===== src/rtl/vx_tcu_drl_norm_sched.sv =====
// Shares one combinational FEDP normalize/round unit among NUM_REQS accumulator lanes.
// Optional build macro TCU_NORM_RR_ARB_EN selects round-robin arbitration (default: fixed priority).
module vx_tcu_drl_norm_sched #(
  parameter int NUM_REQS = 4,
  parameter int DATA_W   = 64,
  parameter int TAG_W    = 32
) (
  input  logic                          clk,
  input  logic                          reset,
  input  logic [NUM_REQS-1:0]           req_valid,
  output logic [NUM_REQS-1:0]           req_ready,
  input  logic [NUM_REQS*DATA_W-1:0]    req_data,
  input  logic [NUM_REQS*TAG_W-1:0]     req_tag,
  output logic                          nr_valid,
  output logic [DATA_W-1:0]             nr_data,
  output logic [TAG_W-1:0]              nr_tag,
  input  logic [31:0]                   nr_result,
  output logic                          rsp_valid,
  input  logic                          rsp_ready,
  output logic [31:0]                   rsp_result,
  output logic [TAG_W-1:0]              rsp_tag,
  output logic [$clog2(NUM_REQS)-1:0]   rsp_lane,
  input  logic                          flush_req,
  output logic                          flush_done
);

  localparam int LANE_W = $clog2(NUM_REQS);

  localparam logic [1:0] ST_RUN   = 2'd0;
  localparam logic [1:0] ST_DRAIN = 2'd1;
  localparam logic [1:0] ST_DONE  = 2'd2;

  logic [1:0]          state;
  logic [NUM_REQS-1:0] grant;
  logic [LANE_W-1:0]   grant_lane;
  logic                any_grant;
  logic                s0_en;
  logic                s1_en;
  logic                can_issue;
  logic                xfer;
  logic [LANE_W-1:0]   nr_lane;

`ifdef TCU_NORM_RR_ARB_EN
  logic [LANE_W-1:0]   rr_ptr;
`endif

  assign s1_en = !rsp_valid || rsp_ready;
  assign s0_en = !nr_valid || s1_en;

  // A flush request seen in RUN already blocks the grant of that same cycle.
  assign can_issue = (state == ST_RUN) && !flush_req && s0_en;
  assign req_ready = grant & {NUM_REQS{can_issue}};
  assign xfer      = any_grant && can_issue;

  always_comb begin : grant_sel
    int unsigned idx;
    idx        = 0;
    grant      = '0;
    grant_lane = '0;
    any_grant  = 1'b0;
    for (int unsigned k = 0; k < NUM_REQS; k++) begin
`ifdef TCU_NORM_RR_ARB_EN
      idx = (int unsigned'(rr_ptr) + k) % NUM_REQS;
`else
      idx = k;
`endif
      if (!any_grant && req_valid[idx]) begin
        any_grant  = 1'b1;
        grant[idx] = 1'b1;
        grant_lane = LANE_W'(idx);
      end
    end
  end

`ifdef TCU_NORM_RR_ARB_EN
  always_ff @(posedge clk) begin
    if (reset) begin
      rr_ptr <= '0;
    end else if (xfer) begin
      rr_ptr <= (grant_lane == LANE_W'(NUM_REQS - 1)) ? '0 : grant_lane + 1'b1;
    end
  end
`endif

  // Issue stage: drives the shared unit directly.
  always_ff @(posedge clk) begin
    if (reset) begin
      nr_valid <= 1'b0;
      nr_data  <= '0;
      nr_tag   <= '0;
      nr_lane  <= '0;
    end else if (xfer) begin
      nr_valid <= 1'b1;
      nr_data  <= req_data[grant_lane*DATA_W +: DATA_W];
      nr_tag   <= req_tag[grant_lane*TAG_W +: TAG_W];
      nr_lane  <= grant_lane;
    end else if (s1_en) begin
      nr_valid <= 1'b0;
    end
  end

  // Output stage: captures the unit result alongside its id and source lane.
  always_ff @(posedge clk) begin
    if (reset) begin
      rsp_valid  <= 1'b0;
      rsp_result <= '0;
      rsp_tag    <= '0;
      rsp_lane   <= '0;
    end else if (s1_en && nr_valid) begin
      rsp_valid  <= 1'b1;
      rsp_result <= nr_result;
      rsp_tag    <= nr_tag;
      rsp_lane   <= nr_lane;
    end else if (rsp_ready) begin
      rsp_valid  <= 1'b0;
    end
  end

  always_ff @(posedge clk) begin
    if (reset) begin
      state <= ST_RUN;
    end else begin
      case (state)
        ST_RUN:   if (flush_req) state <= ST_DRAIN;
        ST_DRAIN: if (!nr_valid && !rsp_valid) state <= ST_DONE;
        ST_DONE:  if (!flush_req) state <= ST_RUN;
        default:  state <= ST_RUN;
      endcase
    end
  end

  assign flush_done = (state == ST_DONE);

endmodule


===== config.mk =====
export PLATFORM = sky130hd
export DESIGN_NAME = vx_tcu_drl_norm_sched
export DESIGN_NICKNAME = d
export VERILOG_FILES = /design/src/rtl/vx_tcu_drl_norm_sched.sv
export SDC_FILE = /design/constraint.sdc
export NUM_CORES = 1
export LEC_CHECK = 0
export ABC_AREA = 1
export BUFFER_PORTS_ARGS = -buffer_cell sky130_fd_sc_hd__buf_2
export CAP_MARGIN = 20
export CORE_AREA = 2 2 233 235
export CTS_CLUSTER_SIZE = 30
export DETAILED_ROUTE_END_ITERATION = 16
export DIE_AREA = 0 0 235 237
export GPL_TIMING_DRIVEN = 0
export SKIP_LAST_GASP = 1
export SLEW_MARGIN = 20
export SYNTH_ARGS = -nofsm -noshare
export SYNTH_HDL_FRONTEND = slang
export SYNTH_SLANG_ARGS = --single-unit

===== constraint.sdc =====
create_clock -name clk -period 1.5 [get_ports clk]
set_input_delay 0.3 -clock clk [delete_from_list [all_inputs] [get_ports clk]]
set_output_delay 0.3 -clock clk [all_outputs]
set_load 0.005 [all_outputs]

After elaboration in Yosys (flattened, before gate mapping):

Index checks and enable logic that the tools add are counted.

* eq/ne operators: 5
* shifts and indexed selects: 2
* multiplexer cells: 18
* bitwise gates (word level): 1
* reduce and logical (&&, ||, !) cells: 20

Operators by type and width (number)
* $shiftx A256 B9 Y64: 1
* $shiftx A128 B8 Y32: 1
* $mux W1: 12
* $mux W2: 5
* $logic_and A1 B1 Y1: 8
* $logic_not A1 Y1: 6
* $ne A2 B2 Y1 const B: 3
* $pmux W2 S3: 1
* $and A4 B4 Y4: 1
* $reduce_bool A2 Y1: 2
* $reduce_and A3 Y1: 1
* $eq A2 B1 Y1 const B: 1
* $eq A2 B2 Y1 const B: 1
* $logic_not A2 Y1: 1
* $logic_or A1 B1 Y1: 2

* register bits: 168
* bits of input ports: 424
* output and inout port bits: 169
* logic and storage cells: 55

Longest topological paths before layout:

* depth after elaboration: 12
* mapped depth: 10
* depth with buffers taken out: 7

Worst setup path after synthesis:

No wires, ideal clock.

* path type: register to register
* from: register state[0]
* to: register nr_data[0]
* setup time: 0.119 ns
* data arrival time: 1.299 ns
* data required time: 1.381 ns
* path slack: 0.081 ns
* stages on the path, launching flop included: 10
* path buffers: 3
* clock period less this slack: 1.419 ns
* cell sequence: dfxtp_1 nor2_1 nand3_1 nor2_2 buf_6 buf_6 buf_6 nand2_1 nand2_1 a21oi_1

* cells in the longest elaborated chain, start to end: 4

RTL lines
* from (decl): line 33 `logic [1:0] state;`
* from (signal assigned): line 121 `state <= ST_RUN;`
* from (signal assigned): line 124 `ST_RUN: if (flush_req) state <= ST_DRAIN;`
* from (signal assigned): line 125 `ST_DRAIN: if (!nr_valid && !rsp_valid) state <= ST_DONE;`
* $logic_not A2 Y1: line 51 `assign can_issue = (state == ST_RUN) && !flush_req && s0_en;`
* $logic_and A1 B1 Y1 (2 in a row): line 51
* $logic_and A1 B1 Y1: line 53 `assign xfer = any_grant && can_issue;`
* to (signal assigned): line 94 `nr_data <= req_data[grant_lane*DATA_W +: DATA_W];`
* to (decl): line 15 `output logic [DATA_W-1:0] nr_data,`

No other way between the ends.
A chain may end at the register's enable or synchronous reset.

Worst setup path in the final report:

* from: register state[1]
* to: output req_ready[2]

* cells in the longest elaborated chain, start to end: 4

RTL lines
* $logic_not A2 Y1: line 51
* $logic_and A1 B1 Y1 (2 in a row): line 51
* $and A4 B4 Y4: line 52 `assign req_ready = grant & {NUM_REQS{can_issue}};`
* to (decl): line 11 `output logic [NUM_REQS-1:0] req_ready,`

No other way between the ends.

==> flow_summary.json <==
{
  "status": "complete, but fails checks",
  "violations": "setup timing",
  "start_kind": "flip-flop",
  "syn-num-nets": 2023,
  "die_w_um": 235,
  "period_share_pct": 121,
  "hold_depth": 3,
  "vias": 13500,
  "start_util_pct": 18.4,
  "synth_cells": 1599,
  "final_layout_size_suffix_gt1_share_pct": 41.6,
  "final_util_pct": 30.6,
  "topRoutingLayerUsed": "met5",
  "core_mm2": 0.0533,
  "dp_hpwl_mm": 46.3,
  "cellPowerDensity_mw_per_mm2": 900,
  "grt_first_pass_wirelength_mm": 82.4,
  "wl_met1_mm": 25.7,
  "grt_pass1_vias": 12400,
  "fillCellCount": 5951,
  "ys_types": 22,
  "maxCapViolations": 0,
  "grt_overflow": 0,
  "clock-sinks": 168,
  "tritoncts": "done",
  "worst_pin_slew_ps": 845,
  "wl_met3_mm": 4.21,
  "synth_seq_cells": 168,
  "grt.total_usage_pct": 20.2,
  "die_area_mm2": 0.0557,
  "drt_iter0_drc": 668,
  "cts-root-buf": "clkbuf_16",
  "synth_warnings": 0,
  "synth_top_area_share_pct": 34.3,
  "numCtsBuffers": 17,
  "clock_latency_ps": 500,
  "r2r_cells": 12,
  "routabilityCongestion": 0.939,
  "synthesis.area_mm2": 0.00980,
  "antenna_found_initial": 13,
  "finalMaxSlewViolations": 0,
  "critPathArrivalTime_ps": 1520,
  "via_per_inst": 4.53,
  "dr_wl_met2_mm": 28.9,
  "fin_worst_skew_ps": 11.5,
  "wire_per_inst_um": 20.3,
  "fin_crit_ps": 1820,
  "area_growth_pct": 66.3,
  "detail-route-antenna-nets": 0,
  "numPortBuffers": 592,
  "clockBufferDepth": 2,
  "dpl_cell_area_mm2": 0.0136,
  "route.detailed.drc": 0,
  "worstPathRequired_ps": 1200,
  "endpoint_kind": "output pin",
  "nets": 2681,
  "ioPinCount": 593,
  "hold_viol_final": 0,
  "rows": 85,
  "rsz0062_at_grt": "true",
  "die_h_um": 237,
  "max-slew-margin-rel_pct": 43.7,
  "clkTransAtPathRegs_ps": 70,
  "wl_mm": 60.4,
  "crit_fanout": 4,
  "yosysSeqAreaShare_pct": 34.3,
  "p_leak_nw": 8.33,
  "worstSetupPathType": "flip-flop to output pin",
  "yosys.area.top_type": "dfxtp_1",
  "final_cell_area_mm2": 0.0163,
  "setup-violations-final": 104,
  "hold_class": "primary input to flip-flop",
  "finalPower_w": 0.0147,
  "fmax_ghz": 0.550,
  "setup_ws_ps": -317,
  "htreeDepth": 4,
  "drtPass1Iterations": 5,
  "ir_drop_mv": 0.920,
  "syn_avg_cell_area_um2": 6.13,
  "grt_max_degree": 17,
  "synthTopCellsByArea": "dfxtp_1, nand2_1, o21ai_0, nand3_1, inv_1"
}
-- through the flow --
stage                     TNS [ps]  worst slack [ps]  hold slack, ps  cells
final                       -22650              -317            52.4   2976
after global routing        -32580              -396            65.4   2970
after CTS                   -40490              -397            11.4   2942
after detailed placement   -151670             -1350             468   2887
after global placement     -151060             -1320             457   2887
after floorplan                  0              81.4             369   1599
-- worst max-delay path, cell delays in order (launching register included) --
cell and delay [ps]:
dfxtp_2 330, nor2_4 130, nand3_4 120, buf_8 170, nor4_2 120, buf_2 150
-- routing by layer --
metal	track usage [%]	vias to the layer above
met5	0	-
met4	6.69	16
met3	4.65	91
met2	34.0	590
met1	25.5	6286
li1	-	6503
-- path summary, 6_finish.rpt --
path / from / end / slack, ps
worst min-delay path: nr_result[0] / rsp_result[0] / 50
worst min register to register: rsp_result[17] / rsp_result[17] / 480
worst max-delay path: state[1] / req_ready[2] / -320
worst max register to register: state[1] / nr_tag[24] / -310
-- Yosys cell counts --
cell	n
nor2_4	1
o21ai_0	259
buf_1	8
buf_2	36
clkbuf_1	78
nand3_1	195
buf_4	3
nand3b_1	54
o21ai_1	1
clkinv_1	1
nor2_2	1
nor2_1	141
nand2_1	379
a21oi_1	101
nand3_4	1
nor4_1	1
inv_2	1
nand2_2	2
inv_1	157
dfxtp_1	168
buf_6	10
o21ai_2	1
-- logic make-up (layout without fill, tap and decap cells) --
logic type / count (synthesis) / in the layout / synth area share, %
flops: 168 / 168 / 34.3
simple gates: 775 / 775 / 34.6
buf+inv: 294 / 965 / 12.6
compound gates: 362 / 362 / 18.5
other cells: 0 / 10 / 0
-- sequential cells by signal (all words and copies together) (netlist names) --
signal / flops
rsp_valid: 1
rsp_result: 32
nr_valid: 1
nr_tag: 32
nr_lane: 2
rsp_lane: 2
nr_data: 64
rsp_tag: 32
state: 2
-- cells in the final DEF (no fill, tap or decap), drive strengths merged --
cell type    count
clkbuf         109
buf            683
bufbuf           1
dfxtp          168
nand3b          54
clkinvlp         2
dlygate4sd3      1
nor4             1
bufinv           1
nand3          196
diode           10
inv            163
nor2           143
o21ai          261
clkinv           5
a21oi          101
nand2          381
-- power by group --
group	switching, W	internal (W)	total [W]
logic	0.00263	0.00216	0.00480
clock network	0.00223	0.00247	0.00469
registers	0.000280	0.00491	0.00519
-- area by class of cell --
type                    count  area (um2)  area share, %
diodes                     10        25.0          0.154
flip-flops and latches    168        3370           20.7
clock inverters            12         129          0.791
multi-input cells        1137        5980           36.7
plain buffers             128         921           5.65
inverters                 159         601           3.68
repair buffers            646        3940           24.1
clock buffers              20         467           2.86
well taps                 696         871           5.34
-- timing repair --
item	CTS	global route
buffers inserted	18	18
setup endpoints to repair	161	160
cloned	5	14
endpoints found under the hold margin	4	0
gates resized for setup	102	353
hold buffers	1	0
pin swaps	2	83
Note: power is estimated with default switching activity, not from simulation.
